<file path="src/rtl/seg7_scan_mux_if.sv">
`default_nettype none
// ============================================================================
//  Module      : seg7_scan_mux_if
//  Description : Bundle between the datapath/status logic (master) and the
//                7-segment scan driver (slave): load strobe, packed digit
//                nibbles, decimal points, display modes and the display pins.
//  Revision    : 1.0 - initial release
// ============================================================================
interface seg7_scan_mux_if #(
    parameter int N_DIGITS = 4
);
    logic                    load;
    logic [4*N_DIGITS-1:0]   value;
    logic [N_DIGITS-1:0]     dp_in;
    logic                    hex_mode;
    logic                    lz_blank;
    logic                    blink_en;
    logic [6:0]              seg;
    logic                    dp;
    logic [N_DIGITS-1:0]     an;
    logic                    frame_tick;

    modport master (
        output load, value, dp_in, hex_mode, lz_blank, blink_en,
        input  seg, dp, an, frame_tick
    );

    modport slave (
        input  load, value, dp_in, hex_mode, lz_blank, blink_en,
        output seg, dp, an, frame_tick
    );
endinterface
`default_nettype wire

</file>
<file path="src/rtl/seg7_scan_mux.sv">
`default_nettype none
// ============================================================================
//  Module      : seg7_scan_mux
//  Description : Time-multiplexed N-digit common-anode 7-segment driver.
//                Captures packed nibbles on load, scans one digit per slot
//                (1 blank cycle + SCAN_DIV-1 show cycles), decodes decimal or
//                hex with leading-zero blanking, per-digit dp and blink.
//  Revision    : 1.0 - initial release
// ============================================================================
module seg7_scan_mux #(
    parameter int N_DIGITS     = 4,
    parameter int SCAN_DIV     = 50000,
    parameter int BLINK_FRAMES = 64
) (
    input  wire logic        clk,
    input  wire logic        rst,
    seg7_scan_mux_if.slave   io_disp
);
    localparam int IDX_W   = $clog2(N_DIGITS);
    localparam int DIV_W   = $clog2(SCAN_DIV);
    localparam int BLINK_W = $clog2(BLINK_FRAMES + 1);

    localparam logic [IDX_W-1:0]   IDX_LAST   = IDX_W'(N_DIGITS - 1);
    localparam logic [DIV_W-1:0]   DIV_LAST   = DIV_W'(SCAN_DIV - 1);
    localparam logic [BLINK_W-1:0] BLINK_LAST = BLINK_W'(BLINK_FRAMES - 1);
    localparam logic [6:0]         SEG_OFF    = 7'h7F;

    localparam logic [0:0] ST_BLANK = 1'b0;
    localparam logic [0:0] ST_SHOW  = 1'b1;

    logic [0:0]              r_state;
    logic [0:0]              w_state_next;
    logic [DIV_W-1:0]        r_div;
    logic [DIV_W-1:0]        w_div_next;
    logic [IDX_W-1:0]        r_idx;
    logic [IDX_W-1:0]        w_idx_next;
    logic                    w_wrap;

    logic [4*N_DIGITS-1:0]   r_value;
    logic [N_DIGITS-1:0]     r_dp_cap;
    logic [BLINK_W-1:0]      r_blink_cnt;
    logic                    r_hidden;

    logic [N_DIGITS-1:0]     w_upper_zero;
    logic                    w_zero_run;
    logic [3:0]              w_nib;
    logic [6:0]              w_glyph;
    logic                    w_valid;
    logic                    w_lz_hide;
    logic [6:0]              w_seg_next;
    logic                    w_dp_next;
    logic [N_DIGITS-1:0]     w_an_next;

    logic [6:0]              r_seg;
    logic                    r_dp_out;
    logic [N_DIGITS-1:0]     r_an;
    logic                    r_frame_tick;

    // Scan FSM state, slot divider and digit index registers.
    always_ff @(posedge clk) begin
        if (rst) begin
            r_state <= ST_BLANK;
            r_div   <= '0;
            r_idx   <= '0;
        end else begin
            r_state <= w_state_next;
            r_div   <= w_div_next;
            r_idx   <= w_idx_next;
        end
    end

    // Next state: one BLANK cycle, then SHOW until the slot divider expires.
    always_comb begin
        w_state_next = r_state;
        w_div_next   = r_div;
        w_idx_next   = r_idx;
        w_wrap       = 1'b0;
        case (r_state)
            ST_BLANK: begin
                w_state_next = ST_SHOW;
                w_div_next   = DIV_W'(1);
            end
            ST_SHOW: begin
                if (r_div == DIV_LAST) begin
                    w_state_next = ST_BLANK;
                    w_div_next   = '0;
                    if (r_idx == IDX_LAST) begin
                        w_idx_next = '0;
                        w_wrap     = 1'b1;
                    end else begin
                        w_idx_next = r_idx + IDX_W'(1);
                    end
                end else begin
                    w_div_next = r_div + DIV_W'(1);
                end
            end
            default: w_state_next = ST_BLANK;
        endcase
    end

    // Capture displayed data; reset wins over a simultaneous load.
    always_ff @(posedge clk) begin
        if (rst) begin
            r_value  <= '0;
            r_dp_cap <= '0;
        end else if (io_disp.load) begin
            r_value  <= io_disp.value;
            r_dp_cap <= io_disp.dp_in;
        end
    end

    // Blink phase: toggles every BLINK_FRAMES frame wraps while enabled.
    always_ff @(posedge clk) begin
        if (rst || !io_disp.blink_en) begin
            r_blink_cnt <= '0;
            r_hidden    <= 1'b0;
        end else if (w_wrap) begin
            if (r_blink_cnt == BLINK_LAST) begin
                r_blink_cnt <= '0;
                r_hidden    <= ~r_hidden;
            end else begin
                r_blink_cnt <= r_blink_cnt + BLINK_W'(1);
            end
        end
    end

    // Leading-zero map: bit i set when nibbles N_DIGITS-1 down to i are zero.
    always_comb begin
        w_zero_run   = 1'b1;
        w_upper_zero = '0;
        for (int i = N_DIGITS - 1; i >= 0; i--) begin
            w_zero_run      = w_zero_run && (r_value[4*i +: 4] == 4'h0);
            w_upper_zero[i] = w_zero_run;
        end
    end

    // Output decode for the current state/digit; mode inputs act live.
    always_comb begin
        w_nib      = r_value[{r_idx, 2'b00} +: 4];
        w_glyph    = SEG_OFF;
        case (w_nib)
            4'h0: w_glyph = 7'h40;
            4'h1: w_glyph = 7'h79;
            4'h2: w_glyph = 7'h24;
            4'h3: w_glyph = 7'h30;
            4'h4: w_glyph = 7'h19;
            4'h5: w_glyph = 7'h12;
            4'h6: w_glyph = 7'h02;
            4'h7: w_glyph = 7'h78;
            4'h8: w_glyph = 7'h00;
            4'h9: w_glyph = 7'h18;
            4'hA: w_glyph = 7'h08;
            4'hB: w_glyph = 7'h03;
            4'hC: w_glyph = 7'h46;
            4'hD: w_glyph = 7'h21;
            4'hE: w_glyph = 7'h06;
            4'hF: w_glyph = 7'h0E;
            default: w_glyph = SEG_OFF;
        endcase
        w_valid    = io_disp.hex_mode || (w_nib <= 4'd9);
        // Digit 0 always shows so a zero value still reads "0".
        w_lz_hide  = io_disp.lz_blank && (r_idx != '0) && w_upper_zero[r_idx];
        w_seg_next = SEG_OFF;
        w_dp_next  = 1'b1;
        w_an_next  = '1;
        if (r_state == ST_SHOW) begin
            w_seg_next = (w_valid && !w_lz_hide) ? w_glyph : SEG_OFF;
            w_dp_next  = ~r_dp_cap[r_idx];
            if (!r_hidden) begin
                for (int i = 0; i < N_DIGITS; i++) begin
                    w_an_next[i] = (r_idx != IDX_W'(i));
                end
            end
        end
    end

    // Registered display pins; frame_tick marks the cycle idx has wrapped.
    always_ff @(posedge clk) begin
        if (rst) begin
            r_seg        <= SEG_OFF;
            r_dp_out     <= 1'b1;
            r_an         <= '1;
            r_frame_tick <= 1'b0;
        end else begin
            r_seg        <= w_seg_next;
            r_dp_out     <= w_dp_next;
            r_an         <= w_an_next;
            r_frame_tick <= w_wrap;
        end
    end

    assign io_disp.seg        = r_seg;
    assign io_disp.dp         = r_dp_out;
    assign io_disp.an         = r_an;
    assign io_disp.frame_tick = r_frame_tick;
endmodule
`default_nettype wire

</file>
<file path="src/flat_wrapper.sv">
// flat-port wrapper written by rule: the top's interface ports become plain ports
module seg7_scan_mux_flat 
#(
    parameter int N_DIGITS     = 4,
    parameter int SCAN_DIV     = 50000,
    parameter int BLINK_FRAMES = 64
)
  (clk, rst, io_disp_load, io_disp_value, io_disp_dp_in, io_disp_hex_mode, io_disp_lz_blank, io_disp_blink_en, io_disp_seg, io_disp_dp, io_disp_an, io_disp_frame_tick);
  seg7_scan_mux_if #(.N_DIGITS(N_DIGITS)) io_disp_i ();
  input  wire logic clk;
  input  wire logic rst;
  input wire logic [$bits(io_disp_i.load)-1:0] io_disp_load;
  input wire logic [$bits(io_disp_i.value)-1:0] io_disp_value;
  input wire logic [$bits(io_disp_i.dp_in)-1:0] io_disp_dp_in;
  input wire logic [$bits(io_disp_i.hex_mode)-1:0] io_disp_hex_mode;
  input wire logic [$bits(io_disp_i.lz_blank)-1:0] io_disp_lz_blank;
  input wire logic [$bits(io_disp_i.blink_en)-1:0] io_disp_blink_en;
  output wire logic [$bits(io_disp_i.seg)-1:0] io_disp_seg;
  output wire logic [$bits(io_disp_i.dp)-1:0] io_disp_dp;
  output wire logic [$bits(io_disp_i.an)-1:0] io_disp_an;
  output wire logic [$bits(io_disp_i.frame_tick)-1:0] io_disp_frame_tick;
  assign io_disp_i.load = io_disp_load;
  assign io_disp_i.value = io_disp_value;
  assign io_disp_i.dp_in = io_disp_dp_in;
  assign io_disp_i.hex_mode = io_disp_hex_mode;
  assign io_disp_i.lz_blank = io_disp_lz_blank;
  assign io_disp_i.blink_en = io_disp_blink_en;
  assign io_disp_seg = io_disp_i.seg;
  assign io_disp_dp = io_disp_i.dp;
  assign io_disp_an = io_disp_i.an;
  assign io_disp_frame_tick = io_disp_i.frame_tick;
  seg7_scan_mux #(.N_DIGITS(N_DIGITS), .SCAN_DIV(SCAN_DIV), .BLINK_FRAMES(BLINK_FRAMES)) u_core (.clk(clk), .rst(rst), .io_disp(io_disp_i));
endmodule
</file>
<file path="config.mk">
export PLATFORM = sky130hd
export DESIGN_NAME = seg7_scan_mux_flat
export DESIGN_NICKNAME = d
export VERILOG_FILES = /design/src/rtl/seg7_scan_mux_if.sv /design/src/rtl/seg7_scan_mux.sv /design/src/flat_wrapper.sv
export SDC_FILE = /design/constraint.sdc
export NUM_CORES = 1
export LEC_CHECK = 0
export BUFFER_PORTS_ARGS = -buffer_cell sky130_fd_sc_hd__buf_2
export CORE_ASPECT_RATIO = 1.4
export CORE_MARGIN = 3
export CORE_UTILIZATION = 51
export DETAILED_ROUTE_END_ITERATION = 12
export GPL_TIMING_DRIVEN = 0
export PLACE_DENSITY = 0.82
export SKIP_CTS_REPAIR_TIMING = 1
export SYNTH_ARGS = -nofsm -noshare
export SYNTH_HDL_FRONTEND = slang
export SYNTH_SLANG_ARGS = --single-unit
</file>
<file path="constraint.sdc">
create_clock -name clk -period 2.2 [get_ports clk]
set_clock_uncertainty 0.05 [all_clocks]
set_input_delay 0.11 -clock clk [delete_from_list [all_inputs] [get_ports clk]]
set_output_delay 0.11 -clock clk [all_outputs]
set_load 0.1 [all_outputs]
</file>
==> results.tsv <==
metric	value	unit
grt_pass1_wl	9400	microns
leakage	1.47	nW
fmax	461	MHz
wire_per_inst	14.8	microns
critPathBufInv	2	
slew_viol_final	0	
place_congestion	0.826	
ys_types	48	
worstPathRequired	2.36	ns
postLayoutCoreUtil	68.6	%
antenna_left	0	
vias	2342	
synthArstFlopShare	0	%
grt_max_degree	11	
crit_chain	buf_8 > mux4_2 > inv_4 > ha_4 > o21ai_2 > o32a_1 > a21oi_4 > o221ai_2	
io_buffers	37	
fin_nets	393	
ys_seq_area_share	42.8	%
reg2reg_to	u_core.io_disp.seg[2]$_SDFF_PP1_	
start_util	53.6	%
grt_overflow_total	0	
preCtsSetupSlack	-0.222	ns
postLayoutCellArea	3590	sq um
drt_iter0_markers	130	
core	5240	sq um
slowest_stage	mux4_2	
grt_use_total	19.4	%
layout_common_cells	dfxtp_1 (59), nor2_1 (43), buf_2 (40)	
syn_area	2810	sq um
grt_pass1_vias	2079	
synthToLayoutAreaGrowth	28.0	%
tightest_slew	0.721	ns
reg2regPathDepth	8	
synth-edff-count	0	
finalHoldViolations	5	
io_pins	39	
layout_setup_ws	0.0301	ns
finalWorstPathRequiredPeriod	2.17	ns
hold_slack	-0.0482	ns
whs_path_depth	3	
slew_headroom	52.0	%
cts_root_buf	clkbuf_8	
cts.htree.levels	3	
whs_endpoint	u_core.r_value[10]$_SDFFE_PP0P_	
finalSetupTns	0	ns
cp_max_fo	7	
dp.cells	386	
cp.depth	8	
min_from	io_disp_value[10]	
cts_made_buffers	9	
yosysTopAreaCellShare	42.8	%
fp-row-count	31	
drt_wl_total	6340	microns
drive_above_1_share	25.2	%
clock-sinks	60	
layout_commonest_cell	dfxtp_1	
fillers	395	
drc	0	
antenna_found_initial	0	
ff2ff_setup_slack	0.03	ns
critPathLaunchType	register	
synth_ff_type	dfxtp_1	
synth_warnings	0	
die_h	93.8	microns
cp_data_arrival_time	2.33	ns
syn_inst	283	
clock_latency	0.34	ns
cp_top_family	compound AO/OA/AOI/OAI gates	
clk_pin_slew	0.06	ns
die_x	68.7	microns
final_cells	428	
placed_area	3070	sq um
synthTopCellsByArea	dfxtp_1 (43%), mux2i_1 (8.9%), nor2_1 (5.8%)	
reg2reg_from	u_core.r_idx[0]$_SDFFE_PP0P_	
yosysTopAreaCell	dfxtp_1	
clockBufferDepth	2	
dp_hpwl	4110	microns
rsz0062_at_grt	yes	
setup_viol	0	
crit_path_end_kind	register	
via_per_inst	5.47	
crit_type	reg -> reg	
min_period_over_period	98.6	%
max_stage_delay	0.60	ns
violations	hold timing	
ir_drop	0.000482	V
status	finished with violations	
synth_nets	320	
ys_ff_latch	60	
maxCapViolCount	0	
syn_avg_cell_area	9.92	sq um
cts_tree	yes	
first_pass_iters	4	
p_per_area	767	nW/um^2
die_area	6440	sq um
hold_path_class	in -> reg	
[tightest hold or removal path: stages]
cell and delay (ns):
buf_2 0.07, mux2i_1 0.05, nor2_1 0.07
[metal layers]
layer | wire, microns | vias up | GRT usage, % | part of all wire (%)
li1 | - | 1149 | - | -
met1 | 2590 | 1119 | 22.7 | 41
met2 | 3310 | 54 | 31.2 | 52
met3 | 196 | 20 | 5.39 | 3.1
met4 | 251 | 0 | 10.2 | 4.0
met5 | 0 | - | 0 | 0
[report_power, final]
| part | internal, W | switching, W |
|---|---|---|
| Sequential | 0.00113 | 0.0000240 |
| Combinational | 0.000133 | 0.000238 |
| Clock | 0.000813 | 0.000423 |
| Total | 0.00207 | 0.000685 |
[final cells by class]
cell class              count  area [sq um]  share of cell area [%]
inverters                   6          25.0                   0.696
repair buffers             62           413                    11.5
plain buffers              12          86.3                    2.40
clock buffers              12           155                    4.32
diodes                      1          2.50                  0.0696
clock inverters             4          95.1                    2.65
multi-input cells         205          1530                    42.5
flip-flops and latches     60          1200                    33.5
well taps                  66          82.6                    2.30
[Yosys cell counts, types with 2 or more instances]
library cell / n
clkbuf_1: 4
or2b_1: 2
nand3b_1: 3
and4bb_1: 2
nand2_1: 21
nor4_1: 6
nand3_1: 6
and3_1: 5
or3_1: 2
xor2_1: 10
ha_1: 11
nand4_1: 6
o221ai_2: 2
mux2_2: 2
mux2i_1: 25
and2_1: 2
o21ai_0: 5
mux4_2: 4
buf_2: 3
nor2b_1: 2
xnor2_1: 9
nand2b_1: 2
o211ai_1: 2
dfxtp_1: 60
and4_1: 3
o21ai_1: 2
inv_1: 6
nor3_1: 4
a21oi_1: 8
buf_6: 4
nor2_1: 43
[metrics by stage]
step,hold WS (ns),total power (W)
final,-0.0482,0.00276
after global routing,-0.000881,0.00285
after CTS,-0.0538,0.00272
after detailed placement,0.303,0.00150
after global placement,0.295,0.00149
after floorplan,0.200,0.00143
[worst max path at each step]
stage	from	end
2_1_floorplan	u_core.r_idx[0]$_SDFFE_PP0P_	u_core.io_disp.seg[2]$_SDFF_PP1_
6_report	u_core.r_idx[0]$_SDFFE_PP0P_	u_core.io_disp.seg[2]$_SDFF_PP1_
3_5_place_dp	u_core.r_idx[0]$_SDFFE_PP0P_	u_core.io_disp.seg[4]$_SDFF_PP1_
4_1_cts	u_core.r_idx[0]$_SDFFE_PP0P_	u_core.io_disp.seg[4]$_SDFF_PP1_
3_3_place_gp	u_core.r_idx[0]$_SDFFE_PP0P_	u_core.io_disp.seg[4]$_SDFF_PP1_
5_1_grt	u_core.r_idx[0]$_SDFFE_PP0P_	u_core.io_disp.seg[5]$_SDFF_PP1_
[registers in the layout, summed over array words and instances (netlist names)]
signal	flops
u_core.r_div	16
u_core.r_value	16
u_core.io_disp.seg	7
u_core.r_blink_cnt	7
u_core.io_disp.an	4
u_core.r_dp_cap	4
u_core.r_idx	2
u_core.io_disp.dp	1
u_core.io_disp.frame_tick	1
u_core.r_hidden	1
u_core.r_state	1
[cells by family (layout without fill, tap and decap cells)]
family	count (synthesis)	after routing	synth area share [%]
simple gates	120	120	23.7
mux	31	31	12.9
flops	60	60	42.8
fa+ha+maj	11	11	4.90
xor+xnor	19	19	5.93
compound gates	24	24	5.97
other cells	0	1	0
buf+inv	18	96	3.74
Note: power is estimated with default switching activity, not from simulation.
